<file path="src/rtl/imem_boot_loader.sv">
// Boot loader for the instruction memory: pulls a little-endian byte stream
// into 32-bit words, writes them to the memory and holds the core in reset
// until the whole program is in. Once the core is running it watches the fetch
// address for misaligned or out-of-range accesses.
module imem_boot_loader #(
  parameter int DEPTH = 256,
  parameter int AW    = 8
) (
  input  logic          clk,
  input  logic          rst,
  input  logic          boot_start,
  input  logic [AW:0]   boot_len,
  input  logic          s_valid,
  input  logic [7:0]    s_data,
  output logic          s_ready,
  output logic          mem_we,
  output logic [AW-1:0] mem_waddr,
  output logic [31:0]   mem_wdata,
  input  logic [31:0]   pc,
  output logic          cpu_rst,
  output logic          boot_busy,
  output logic          boot_done,
  output logic          boot_err,
  output logic          fetch_fault,
  output logic [AW:0]   word_cnt
);

  typedef enum logic [2:0] {IDLE, LOAD, WRITE, RUN, ERR} state_t;

  localparam logic [AW:0] DEPTH_LEN = (AW + 1)'(DEPTH);
  localparam logic [29:0] DEPTH_PC  = 30'(DEPTH);

  state_t          state_reg, state_next;
  logic [1:0]      byte_idx_reg, byte_idx_next;
  logic [AW:0]     len_reg, len_next;
  logic [AW:0]     word_cnt_reg, word_cnt_next;
  logic [AW-1:0]   waddr_reg, waddr_next;
  logic [31:0]     wdata_reg, wdata_next;
  logic            fault_reg, fault_next;

  // Bytes 0..2 are buffered; byte 3 goes straight into the output word.
  logic [7:0]      buf_reg [3];

  logic            accept;
  logic            len_ok;
  logic            pc_bad;

  assign accept = (state_reg == LOAD) && s_valid;
  assign len_ok = (boot_len != '0) && (boot_len <= DEPTH_LEN);
  assign pc_bad = (pc[1:0] != 2'b00) || (pc[31:2] >= DEPTH_PC);

  // State and datapath registers; a reset drops any partial word.
  always_ff @(posedge clk or negedge rst) begin
    if (!rst) begin
      state_reg    <= IDLE;
      byte_idx_reg <= '0;
      len_reg      <= '0;
      word_cnt_reg <= '0;
      waddr_reg    <= '0;
      wdata_reg    <= '0;
      fault_reg    <= 1'b0;
    end else begin
      state_reg    <= state_next;
      byte_idx_reg <= byte_idx_next;
      len_reg      <= len_next;
      word_cnt_reg <= word_cnt_next;
      waddr_reg    <= waddr_next;
      wdata_reg    <= wdata_next;
      fault_reg    <= fault_next;
    end
  end

  genvar gi;
  generate
    for (gi = 0; gi < 3; gi++) begin : g_lane
      // Capture the byte of this lane on its handshake.
      always_ff @(posedge clk or negedge rst) begin
        if (!rst) begin
          buf_reg[gi] <= '0;
        end else if (accept && (byte_idx_reg == 2'(gi))) begin
          buf_reg[gi] <= s_data;
        end
      end
    end
  endgenerate

  // Next-state and datapath updates.
  always_comb begin
    state_next    = state_reg;
    byte_idx_next = byte_idx_reg;
    len_next      = len_reg;
    word_cnt_next = word_cnt_reg;
    waddr_next    = waddr_reg;
    wdata_next    = wdata_reg;
    fault_next    = fault_reg;

    case (state_reg)
      IDLE, RUN, ERR: begin
        if (state_reg == RUN && pc_bad) begin
          fault_next = 1'b1;
        end
        if (boot_start) begin
          if (len_ok) begin
            state_next    = LOAD;
            len_next      = boot_len;
            word_cnt_next = '0;
            byte_idx_next = '0;
          end else begin
            state_next = ERR;
          end
        end
      end
      LOAD: begin
        if (accept) begin
          byte_idx_next = byte_idx_reg + 2'd1;
          if (byte_idx_reg == 2'd3) begin
            state_next = WRITE;
            waddr_next = word_cnt_reg[AW-1:0];
            wdata_next = {s_data, buf_reg[2], buf_reg[1], buf_reg[0]};
          end
        end
      end
      WRITE: begin
        word_cnt_next = word_cnt_reg + (AW + 1)'(1);
        if (word_cnt_reg + (AW + 1)'(1) == len_reg) begin
          state_next = RUN;
        end else begin
          state_next = LOAD;
        end
      end
      default: begin
        state_next = IDLE;
      end
    endcase

    // The fault flag only lives while the core is running.
    if (state_next != RUN) begin
      fault_next = 1'b0;
    end
  end

  assign s_ready     = (state_reg == LOAD);
  assign mem_we      = (state_reg == WRITE);
  assign boot_busy   = (state_reg == LOAD) || (state_reg == WRITE);
  assign boot_done   = (state_reg == RUN);
  assign boot_err    = (state_reg == ERR);
  assign cpu_rst     = (state_reg != RUN);
  assign mem_waddr   = waddr_reg;
  assign mem_wdata   = wdata_reg;
  assign fetch_fault = fault_reg;
  assign word_cnt    = word_cnt_reg;

endmodule

</file>
<file path="config.mk">
export PLATFORM = sky130hd
export DESIGN_NAME = imem_boot_loader
export DESIGN_NICKNAME = d
export VERILOG_FILES = /design/src/rtl/imem_boot_loader.sv
export SDC_FILE = /design/constraint.sdc
export NUM_CORES = 1
export LEC_CHECK = 0
export BUFFER_PORTS_ARGS = -buffer_cell sky130_fd_sc_hd__clkbuf_2
export CORE_MARGIN = 2
export CORE_UTILIZATION = 25
export DETAILED_ROUTE_END_ITERATION = 12
export SLEW_MARGIN = 20
export SYNTH_ARGS = -nofsm -noshare
export SYNTH_HDL_FRONTEND = slang
export SYNTH_SLANG_ARGS = --single-unit
</file>
<file path="constraint.sdc">
create_clock -name clk -period 1.84 [get_ports clk]
set_input_delay 0.092 -clock clk [delete_from_list [all_inputs] [get_ports clk]]
set_output_delay 0.092 -clock clk [all_outputs]
set_load 0.01 [all_outputs]
</file>
==> run_results.csv, run 1 <==
group,metric,value,unit
outcome,status,"finished, final reports clean",
power,ir_drop,0.4447,mV
power,leakagePower,2.626,nW
place,numPortBuffers,100,
route,via_count,3039,
place,dp_hpwl,7049,µm
route,vias_per_cell,4.436,
grt,grt_max_degree,41,
timing,fin_crit_sh,96.92,%
place,place_congestion,0.8282,
grt,antenna_found_initial,0,
cts,cts_tree,"yes",
route,wirelength,9975,µm
synth,synth-seq-cells,88,
worst_setup_path,path_buf_inv,4,
floorplan,placementRows,46,
synth,synth_cell_types,53,
power,power.total,7.489,mW
timing,fin_ws,0.05675,ns
worst_setup_path,crit_chain,"buf_4 -> buf_4 -> nand3_2 -> nor2_1 -> buf_4 -> a31o_2 -> o32ai_2 -> buf_4 -> a21oi_1",
power,powerDensity,1374,nW/µm²
worst_setup_path,path_depth,9,
synth,ys_seq_area_share,55.16,%
worst_setup_path,worstSetupPathType,"register to register",
route,drt_iter0_markers,224,
synth,async_flop_share,100.0,%
timing,slew_viol_final,0,
timing,fin_hold_ws,0.02522,ns
synth,synth.avg_cell_area,12.14,µm²
final_layout,final_common_cell,"clkbuf_2",
timing,rsz0062_at_grt,"yes",
grt,grt_pass1_wl,15240,µm
synth,synth-edff-count,0,
worst_setup_path,ff2ff_path_depth,9,
floorplan,start_util,25.32,%
final_layout,area_growth,36.51,%
cts,htree_levels,3,
synth,syn_nets,387,
route,ant_nets,0,
synth,synth_ff_type,"dfrtp_1",
floorplan,die_y,130.4,µm
route,routedWlPerCell,14.56,µm
worst_setup_path,crit_fanout,6,
min_path,hp-class,"input port to register",
final_layout,fin_nets,522,
floorplan,core_area,15770,µm²
cts,clock_sinks,88,
timing,fmax,0.5608,GHz
cts,cts-buffers-inserted,9,
timing,setup_violations,0,
worst_setup_path,r2r_start,"word_cnt[0]$_DFFE_PN0P_",
grt,grt_use_met1,15.32,%
timing,layout_min_cycle_time,1.783,ns
timing,worstMarginPinSlew,0.4000,ns
worst_setup_path,r2r_setup_slack,0.06,ns
cts,cts_max_path_buffers,2,
place,place_area,4912,µm²
grt,grt_use_met2,18.29,%
worst_setup_path,crit_path_end,"state_reg[1]$_DFF_PN0_",
floorplan,ios,109,
grt,grt_pass1_vias,3040,
synth,synth_area,3993,µm²
cts,root_buffer,"clkbuf_16",
worst_setup_path,timing.rr.end,"state_reg[1]$_DFF_PN0_",
cts,clk_pin_slew,0.07,ns
worst_setup_path,cp.required,2.07,ns
worst_setup_path,crit_path_end_kind,"register",
grt,gr-total-overflow,0,
grt,met3_usage,2.932,%
worst_setup_path,cp.arrival,2.01,ns
final_layout,largest_register_ffs,32,
route,drc,0,
worst_setup_path,cp-startpoint,"word_cnt[0]$_DFFE_PN0P_",
flow_run,drv_cap,0,
cts,insertion_delay,0.34,ns
floorplan,die-area,17000,µm²
timing,skew,0.007543,ns
worst_setup_path,crit_path_max_incr_delay,0.40,ns
final_layout,n_antenna_cell,0,
worst_setup_path,worst_path_max_delay_cell,"dfrtp_2",
floorplan,fp.dieW,130.4,µm
timing,finalHoldViolCount,0,
timing,tns,0,ns
synth,synthCells,329,
final_layout,mostFrequentLayoutCells,"clkbuf_2 (98), dfrtp_1 (86), mux2_2 (65)",
route,first_pass_iters,4,
grt,grt_use_total,11.71,%
worst_setup_path,cp_top_family,"buffers and inverters",
final_layout,layout-drive-gt1-share,50.11,%
worst_setup_path,crit_path_frequent_cell,"buf_4",
worst_setup_path,cp-start-kind,"register",
timing,slew_headroom,73.33,%
synth,ys_warn_count,0,
grt,grt_busiest_layer,"met2",
place,dp_worst_setup_slack,-0.04305,ns
final_layout,fin_area,5450,µm²
## worst min-delay path by stage
stage	from	endpoint	slack, ns	depth (start not counted)
after floorplan	rst	buf_reg[0]$_DFFE_PN0P_	-0.20	0
after global placement	rst	len_reg[8]$_DFFE_PN0P_	0.04	1
after detailed placement	rst	len_reg[7]$_DFFE_PN0P_	0.05	1
after CTS	boot_len[8]	len_reg[8]$_DFFE_PN0P_	0.01	3
after global routing	boot_len[8]	len_reg[8]$_DFFE_PN0P_	0.02	3
final	s_data[2]	buf_reg[18]$_DFFE_PN0P_	0.03	2
## through the flow
| step | util (%) | std cells |
|---|---|---|
| 2_1_floorplan | - | 329 |
| 3_3_place_gp | 31.15 | 656 |
| 3_5_place_dp | 31.15 | 656 |
| 4_1_cts | 34.03 | 681 |
| 5_1_grt | 34.56 | 685 |
| 6_report | 34.56 | 685 |
## Yosys cell counts (all sizes together), types with 4 or more instances
library cell   n  area share (%)
a21oi         12             1.6
clkbuf         4            0.41
nand3          6            0.88
dfrtp         88              55
nor4           6            0.94
buf           11             1.7
ha             5             1.6
nor2           6            0.56
o21ai         19             2.6
inv            7            0.66
and2           4            0.63
nand2         43             4.0
mux2          65              18
nand2b         4            0.63
xnor2          6             1.3
## power by group
| part | switching, mW | leakage [nW] | internal (mW) |
|---|---|---|---|
| clock network | 0.795 | 0.171 | 1.34 |
| registers | 0.450 | 1.14 | 2.67 |
| logic | 1.02 | 1.31 | 1.20 |
| total | 2.27 | 2.63 | 5.22 |
## cell type report
class / count / area [µm²]
Clock buffer: 9 / 225.2
Clock inverter: 7 / 125.1
Fill cell: 1595 / 10320
Inverter: 7 / 26.28
Multi-Input combinational cell: 219 / 1730
Sequential cell: 88 / 2205
Tap cell: 216 / 270.3
Timing Repair Buffer: 139 / 868.3
## per-layer routing
metal	part of all wire, %	up-vias
met5	0	-
met4	2.1	0
met3	4.8	19
met2	46	91
met1	47	1485
li1	-	1444
## repair_timing
action | in CTS | in global routing
pin swaps | 0 | 6
resized for setup | 4 | 20
setup endpoints to repair | 3 | 70
endpoints found under the hold margin | 35 | 0
hold buffers | 9 | 0
setup buffers | 0 | 3
cloned | 0 | 2
## worst reg2reg max path, cell delays in order, from the launching register on
cell and delay, ns:
dfrtp_2 0.40, buf_4 0.16, buf_4 0.14, nand3_2 0.11, nor2_1 0.08, buf_4 0.15
a31o_2 0.23, o32ai_2 0.17, buf_4 0.18, a21oi_1 0.04
## cells by family (layout without fill, tap and decap cells)
kind of cell / Yosys count / count (layout) / share of synthesized area [%]
buf+inv: 22 / 162 / 2.726
compound gates: 53 / 53 / 9.119
simple gates: 87 / 87 / 11.09
fa+ha+maj: 5 / 5 / 1.567
xor+xnor: 8 / 8 / 1.755
mux: 66 / 66 / 18.58
flops: 88 / 88 / 55.16
No activity file was read; power rests on OpenSTA's default activity.
==> inputs of run 2 (changes only) <==
--- a/config.mk
+++ b/config.mk
@@ -9,6 +9,7 @@
 export CORE_MARGIN = 2
 export CORE_UTILIZATION = 25
 export DETAILED_ROUTE_END_ITERATION = 12
+export PLACE_DENSITY = 0.51
 export SLEW_MARGIN = 20
 export SYNTH_ARGS = -nofsm -noshare
 export SYNTH_HDL_FRONTEND = slang
==> run 2 against run 1 <==
Register-to-register slack barely moved; cell area shrank 2.6%; power decreased by 6.5%; final cell count down 1.0%; first-iteration DRC count fell by 56%; non-clock buffer count fell by 7; maximum frequency is 0.75% lower; worst hold slack better by 0.0036 ns; sequential power hardly changed; setup slack got worse by 0.013 ns; critical endpoint is now word_cnt[6]$_DFFE_PN0P_.
==> run_results.csv, run 2 (synthesis gave the netlist of run 1 again) <==
group,metric,value,unit
cts,insertion_delay,0.34,ns
cts,clock_sinks,88,
final_layout,layout-drive-gt1-share,48.70,%
place,dp_hpwl,6830,µm
cts,root_buffer,"clkbuf_16",
place,place_congestion,0.8130,
timing,worstMarginPinSlew,0.5264,ns
power,leakagePower,2.543,nW
timing,fin_hold_ws,0.02884,ns
worst_setup_path,crit_path_end_kind,"register",
cts,htree_levels,3,
min_path,hp-class,"input port to register",
worst_setup_path,worstSetupPathType,"input port to register",
final_layout,seq_area,2203,µm²
worst_setup_path,cp-start-kind,"input port",
timing,fmax,0.5566,GHz
timing,fin_ws,0.04334,ns
timing,skew,0.006955,ns
grt,grt_pass1_vias,3013,
final_layout,multi_input_area,1719,µm²
floorplan,die_y,130.4,µm
route,via_count,3001,
worst_setup_path,crit_fanout,8,
floorplan,ios,109,
final_layout,area_growth,32.91,%
outcome,status,"finished, final reports clean",
floorplan,placementRows,46,
route,drc,0,
route,vias_per_cell,4.426,
place,dp_worst_setup_slack,-0.03430,ns
timing,rsz0062_at_grt,"yes",
route,drt_iter0_markers,98,
power,ir_drop,0.4523,mV
cts,cts-buffers-inserted,9,
route,wirelength,9309,µm
final_layout,final_common_cell,"clkbuf_2",
floorplan,core_area,15770,µm²
grt,grt_max_degree,50,
final_layout,fill_cells,1629,
timing,layout_min_cycle_time,1.797,ns
grt,gr-total-overflow,0,
timing,fin_crit_sh,97.64,%
timing,finalHoldViolCount,0,
final_layout,mostFrequentLayoutCells,"clkbuf_2 (98), dfrtp_1 (87), mux2_2 (65)",
route,ant_nets,0,
final_layout,fin_nets,515,
timing,setup_violations,0,
timing,slew_headroom,64.91,%
grt,grt_pass1_wl,15240,µm
grt,antenna_found_initial,0,
cts,cts_max_path_buffers,2,
route,first_pass_iters,4,
route,routedWlPerCell,13.73,µm
cts,cts_tree,"yes",
timing,slew_viol_final,0,
worst_setup_path,cp.required,2.11,ns
flow_run,drv_cap,0,
floorplan,fp.dieW,130.4,µm
final_layout,largest_register_ffs,32,
cts,clk_pin_slew,0.07,ns
place,numPortBuffers,100,
floorplan,start_util,25.32,%
grt,grt_use_total,11.71,%
power,powerDensity,1320,nW/µm²
floorplan,die-area,17000,µm²
worst_setup_path,cp.arrival,2.06,ns
final_layout,n_antenna_cell,0,
## run 2: what timing repair did
action | in CTS | in global routing
hold buffers | 10 | 0
gates resized for setup | 4 | 14
pin swaps | 6 | 6
endpoints found under the hold margin | 48 | 0
setup buffers | 1 | 2
endpoints found under the setup margin | 10 | 20
## run 2: area by class of cell
| type | instances | share of cell area (%) |
|---|---|---|
| repair buffers | 132 | 15.21 |
| multi-input cells | 219 | 32.40 |
| clock buffers | 10 | 4.315 |
| well taps | 216 | 5.093 |
| inverters | 7 | 0.4952 |
| flip-flops and latches | 88 | 41.52 |
| clock inverters | 6 | 0.9668 |
## run 2: where the power goes
group	total, mW	internal (mW)	switching [mW]	leakage [nW]
combinational	2.15	1.16	0.990	1.27
sequential	3.13	2.67	0.454	1.14
clock	1.73	0.932	0.797	0.134
total	7.00	4.76	2.24	2.54
## run 2: stage by stage
step | power, mW | instance area, µm² | instances | utilization, % | setup TNS (ns)
floorplan | 4.388 | 3998 | 329 | - | 0
global placement | 5.173 | 4867 | 650 | 30.86 | 0
detailed placement | 5.276 | 4867 | 650 | 30.86 | -0.2133
CTS | 7.091 | 5274 | 677 | 33.44 | 0
global route | 7.534 | 5306 | 678 | 33.65 | -0.01855
finish | 7.003 | 5306 | 678 | 33.65 | 0
## run 2: final timing paths
path | slack, ns | endpoint | depth (start not counted) | start
hold reg to reg | 0.50 | buf_reg[6]$_DFFE_PN0P_ | 1 | buf_reg[6]$_DFFE_PN0P_
setup / recovery | 0.04 | word_cnt[6]$_DFFE_PN0P_ | 6 | boot_len[2]
hold / removal | 0.03 | buf_reg[19]$_DFFE_PN0P_ | 2 | s_data[3]
setup reg to reg | 0.07 | fetch_fault$_DFFE_PN0P_ | 6 | word_cnt[1]$_DFFE_PN0P_
min in group asynchronous | 0.26 | word_cnt[6]$_DFFE_PN0P_ | 2 | rst
max in group asynchronous | 0.94 | word_cnt[0]$_DFFE_PN0P_ | 3 | rst
## run 2: metal layers
layer	share of wire (%)	vias up	global-route usage, %
met2	47	88	18.63
met1	45	1474	15.36
li1	-	1430	-
met5	0	-	0
met4	1.6	0	4.756
met3	5.7	9	2.932
## run 2: worst max-delay path, cell delays in order
cell	delay (ns)
dlygate4sd3_1	0.55
or4_4	0.43
or3_4	0.41
a31oi_4	0.35
a21oi_1	0.08
o21ai_1	0.14
==> inputs of run 3 (changes only) <==
--- a/config.mk
+++ b/config.mk
@@ -6,10 +6,12 @@
 export NUM_CORES = 1
 export LEC_CHECK = 0
 export BUFFER_PORTS_ARGS = -buffer_cell sky130_fd_sc_hd__clkbuf_2
+export CELL_PAD_IN_SITES_DETAIL_PLACEMENT = 1
+export CELL_PAD_IN_SITES_GLOBAL_PLACEMENT = 2
 export CORE_MARGIN = 2
 export CORE_UTILIZATION = 25
 export DETAILED_ROUTE_END_ITERATION = 12
-export PLACE_DENSITY = 0.51
+export PLACE_DENSITY = 0.69
 export SLEW_MARGIN = 20
 export SYNTH_ARGS = -nofsm -noshare
 export SYNTH_HDL_FRONTEND = slang
==> constraint.sdc (replaced) <==
create_clock -name clk -period 1.45 [get_ports clk]
set_input_delay 0.0725 -clock clk [delete_from_list [all_inputs] [get_ports clk]]
set_output_delay 0.0725 -clock clk [all_outputs]
set_load 0.01 [all_outputs]
==> run 3 against run 2 <==
The flow now finishes with violations (negative setup slack); global-route usage grew 2.7 points; largest power group unchanged; die area did not move; largest cell class unchanged; routed wire length increased by 28%; critical path type is now register to register.
==> run_results.csv, run 3 (synthesis gave the netlist of run 1 again) <==
group,metric,value,unit
floorplan,die_y,130.4,µm
route,routedWlPerCell,16.49,µm
grt,grt_pass1_wl,18430,µm
worst_setup_path,worstSetupPathType,"register to register",
worst_setup_path,r2r_setup_slack,-0.23,ns
worst_setup_path,cp.arrival,1.95,ns
floorplan,fp.dieW,130.4,µm
worst_setup_path,crit_chain,"ha_4 -> nand2_4 -> nor3_2 -> a22o_1 -> a2111o_1 -> a211oi_2",
place,place_area,5380,µm²
floorplan,placementRows,46,
min_path,holdPathStages,2,
grt,grt_use_total,14.44,%
route,dr_wl_met3,508,µm
timing,fin_crit_sh,116.1,%
timing,fin_hold_ws,0.02074,ns
cts,cts_max_path_buffers,2,
final_layout,final_common_cell,"clkbuf_2",
cts,cts-buffers-inserted,9,
min_path,hp-class,"input port to register",
cts,htree_levels,3,
route,first_pass_iters,4,
route,wl_met1,5310,µm
timing,worstMarginPinSlew,0.4071,ns
timing,skew,0.006182,ns
worst_setup_path,timing.rr.end,"fetch_fault$_DFFE_PN0P_",
final_layout,fill_cells,1734,
final_layout,seq_area,2206,µm²
route,top_layer_used,"met4",
route,via_count,3233,
timing,slew_headroom,72.86,%
final_layout,multi_input_area,2166,µm²
min_path,hp-start,"s_data[0]",
power,ir_drop,0.6218,mV
final_layout,mostFrequentLayoutCells,"clkbuf_2 (94), dfrtp_1 (85), buf_4 (53)",
final_layout,area_growth,58.32,%
final_layout,fin_nets,560,
worst_setup_path,crit_path_end_kind,"register",
outcome,violations,"negative setup slack",
route,vias_per_cell,4.484,
route,drc,0,
final_layout,fin_util,40.08,%
grt,gr-total-overflow,0,
worst_setup_path,worst_path_max_delay_cell,"dfrtp_2",
place,dp_hpwl,8297,µm
floorplan,core_area,15770,µm²
timing,layout_min_cycle_time,1.684,ns
final_layout,fin_area,6321,µm²
final_layout,layout-drive-gt1-share,63.76,%
place,dp_worst_setup_slack,-0.3344,ns
grt,antenna_found_initial,0,
timing,fin_ws,-0.2336,ns
timing,fmax,0.5940,GHz
worst_setup_path,crit_path_max_incr_delay,0.45,ns
floorplan,ios,109,
route,routed-wl-met2,5884,µm
timing,rsz0062_at_grt,"yes",
route,wirelength,11890,µm
floorplan,die-area,17000,µm²
place,place_congestion,0.7436,
route,drt_iter0_markers,121,
outcome,status,"finished with violations",
worst_setup_path,ff2ff_path_depth,6,
timing,finalHoldViolCount,0,
worst_setup_path,crit_fanout,7,
cts,root_buffer,"clkbuf_16",
floorplan,start_util,25.32,%
final_layout,largest_register_ffs,32,
power,powerDensity,1623,nW/µm²
cts,insertion_delay,0.34,ns
final_layout,n_antenna_cell,0,
grt,grt_max_degree,34,
worst_setup_path,r2r_start,"word_cnt[0]$_DFFE_PN0P_",
flow_run,drv_cap,0,
timing,slew_viol_final,0,
worst_setup_path,cp.required,1.71,ns
power,power.total,10.26,mW
cts,cts_tree,"yes",
timing,setup_violations,87,
min_path,holdPathEnd,"buf_reg[8]$_DFFE_PN0P_",
route,ant_nets,0,
place,numPortBuffers,100,
cts,clock_sinks,88,
grt,grt_pass1_vias,3416,
power,leakagePower,3.028,nW
cts,clk_pin_slew,0.06,ns
worst_setup_path,cp-start-kind,"register",
[run 3: worst max path at each step]
stage	start	endpoint	cells past startpoint
after global routing	state_reg[2]$_DFF_PN0_	fetch_fault$_DFFE_PN0P_	5
after CTS	word_cnt[0]$_DFFE_PN0P_	fetch_fault$_DFFE_PN0P_	6
after detailed placement	word_cnt[0]$_DFFE_PN0P_	fetch_fault$_DFFE_PN0P_	6
final	word_cnt[0]$_DFFE_PN0P_	fetch_fault$_DFFE_PN0P_	6
after global placement	word_cnt[0]$_DFFE_PN0P_	fetch_fault$_DFFE_PN0P_	6
after floorplan	word_cnt[1]$_DFFE_PN0P_	fetch_fault$_DFFE_PN0P_	6
[run 3: critical path, delay by kind of cell, from the launching register on]
kind / cells / cell delay [ns]
AND/OR/NAND/NOR: 2 / 0.14
adder cells (fa/ha/maj): 1 / 0.21
flip-flops: 1 / 0.45
AO/OA/AOI/OAI: 3 / 0.81
[run 3: what timing repair did]
item,CTS,global route
pin swaps,18,15
hold buffers,1,0
hold endpoints to repair,23,0
gates resized for setup,56,57
setup buffers,12,5
endpoints found under the setup margin,91,92
cloned,4,1
[run 3: power breakdown]
group          internal (mW)  total (mW)  switching, mW
clock network           1.54        2.46          0.922
logic                   2.14        3.78           1.63
registers               3.40        4.02          0.625
[run 3: cell type report]
class / count / area share [%]
Clock buffer: 11 / 3.840
Clock inverter: 3 / 1.069
Inverter: 7 / 0.4949
Multi-Input combinational cell: 219 / 34.26
Sequential cell: 88 / 34.90
Tap cell: 216 / 4.276
Timing Repair Buffer: 177 / 21.16
[run 3: metal layers]
layer  vias to the layer above  GRT usage, %
met1                      1607         18.17
met5                         -             0
met4                         0         5.069
li1                       1527             -
met2                        86         24.67
met3                        13         3.054
[run 3: through the flow]
stage,TNS (ns),instances
3_5_place_dp,-16.05,689
2_1_floorplan,-6.065,329
5_1_grt,-19.28,721
4_1_cts,-12.64,717
3_3_place_gp,-14.20,689
6_report,-13.09,721
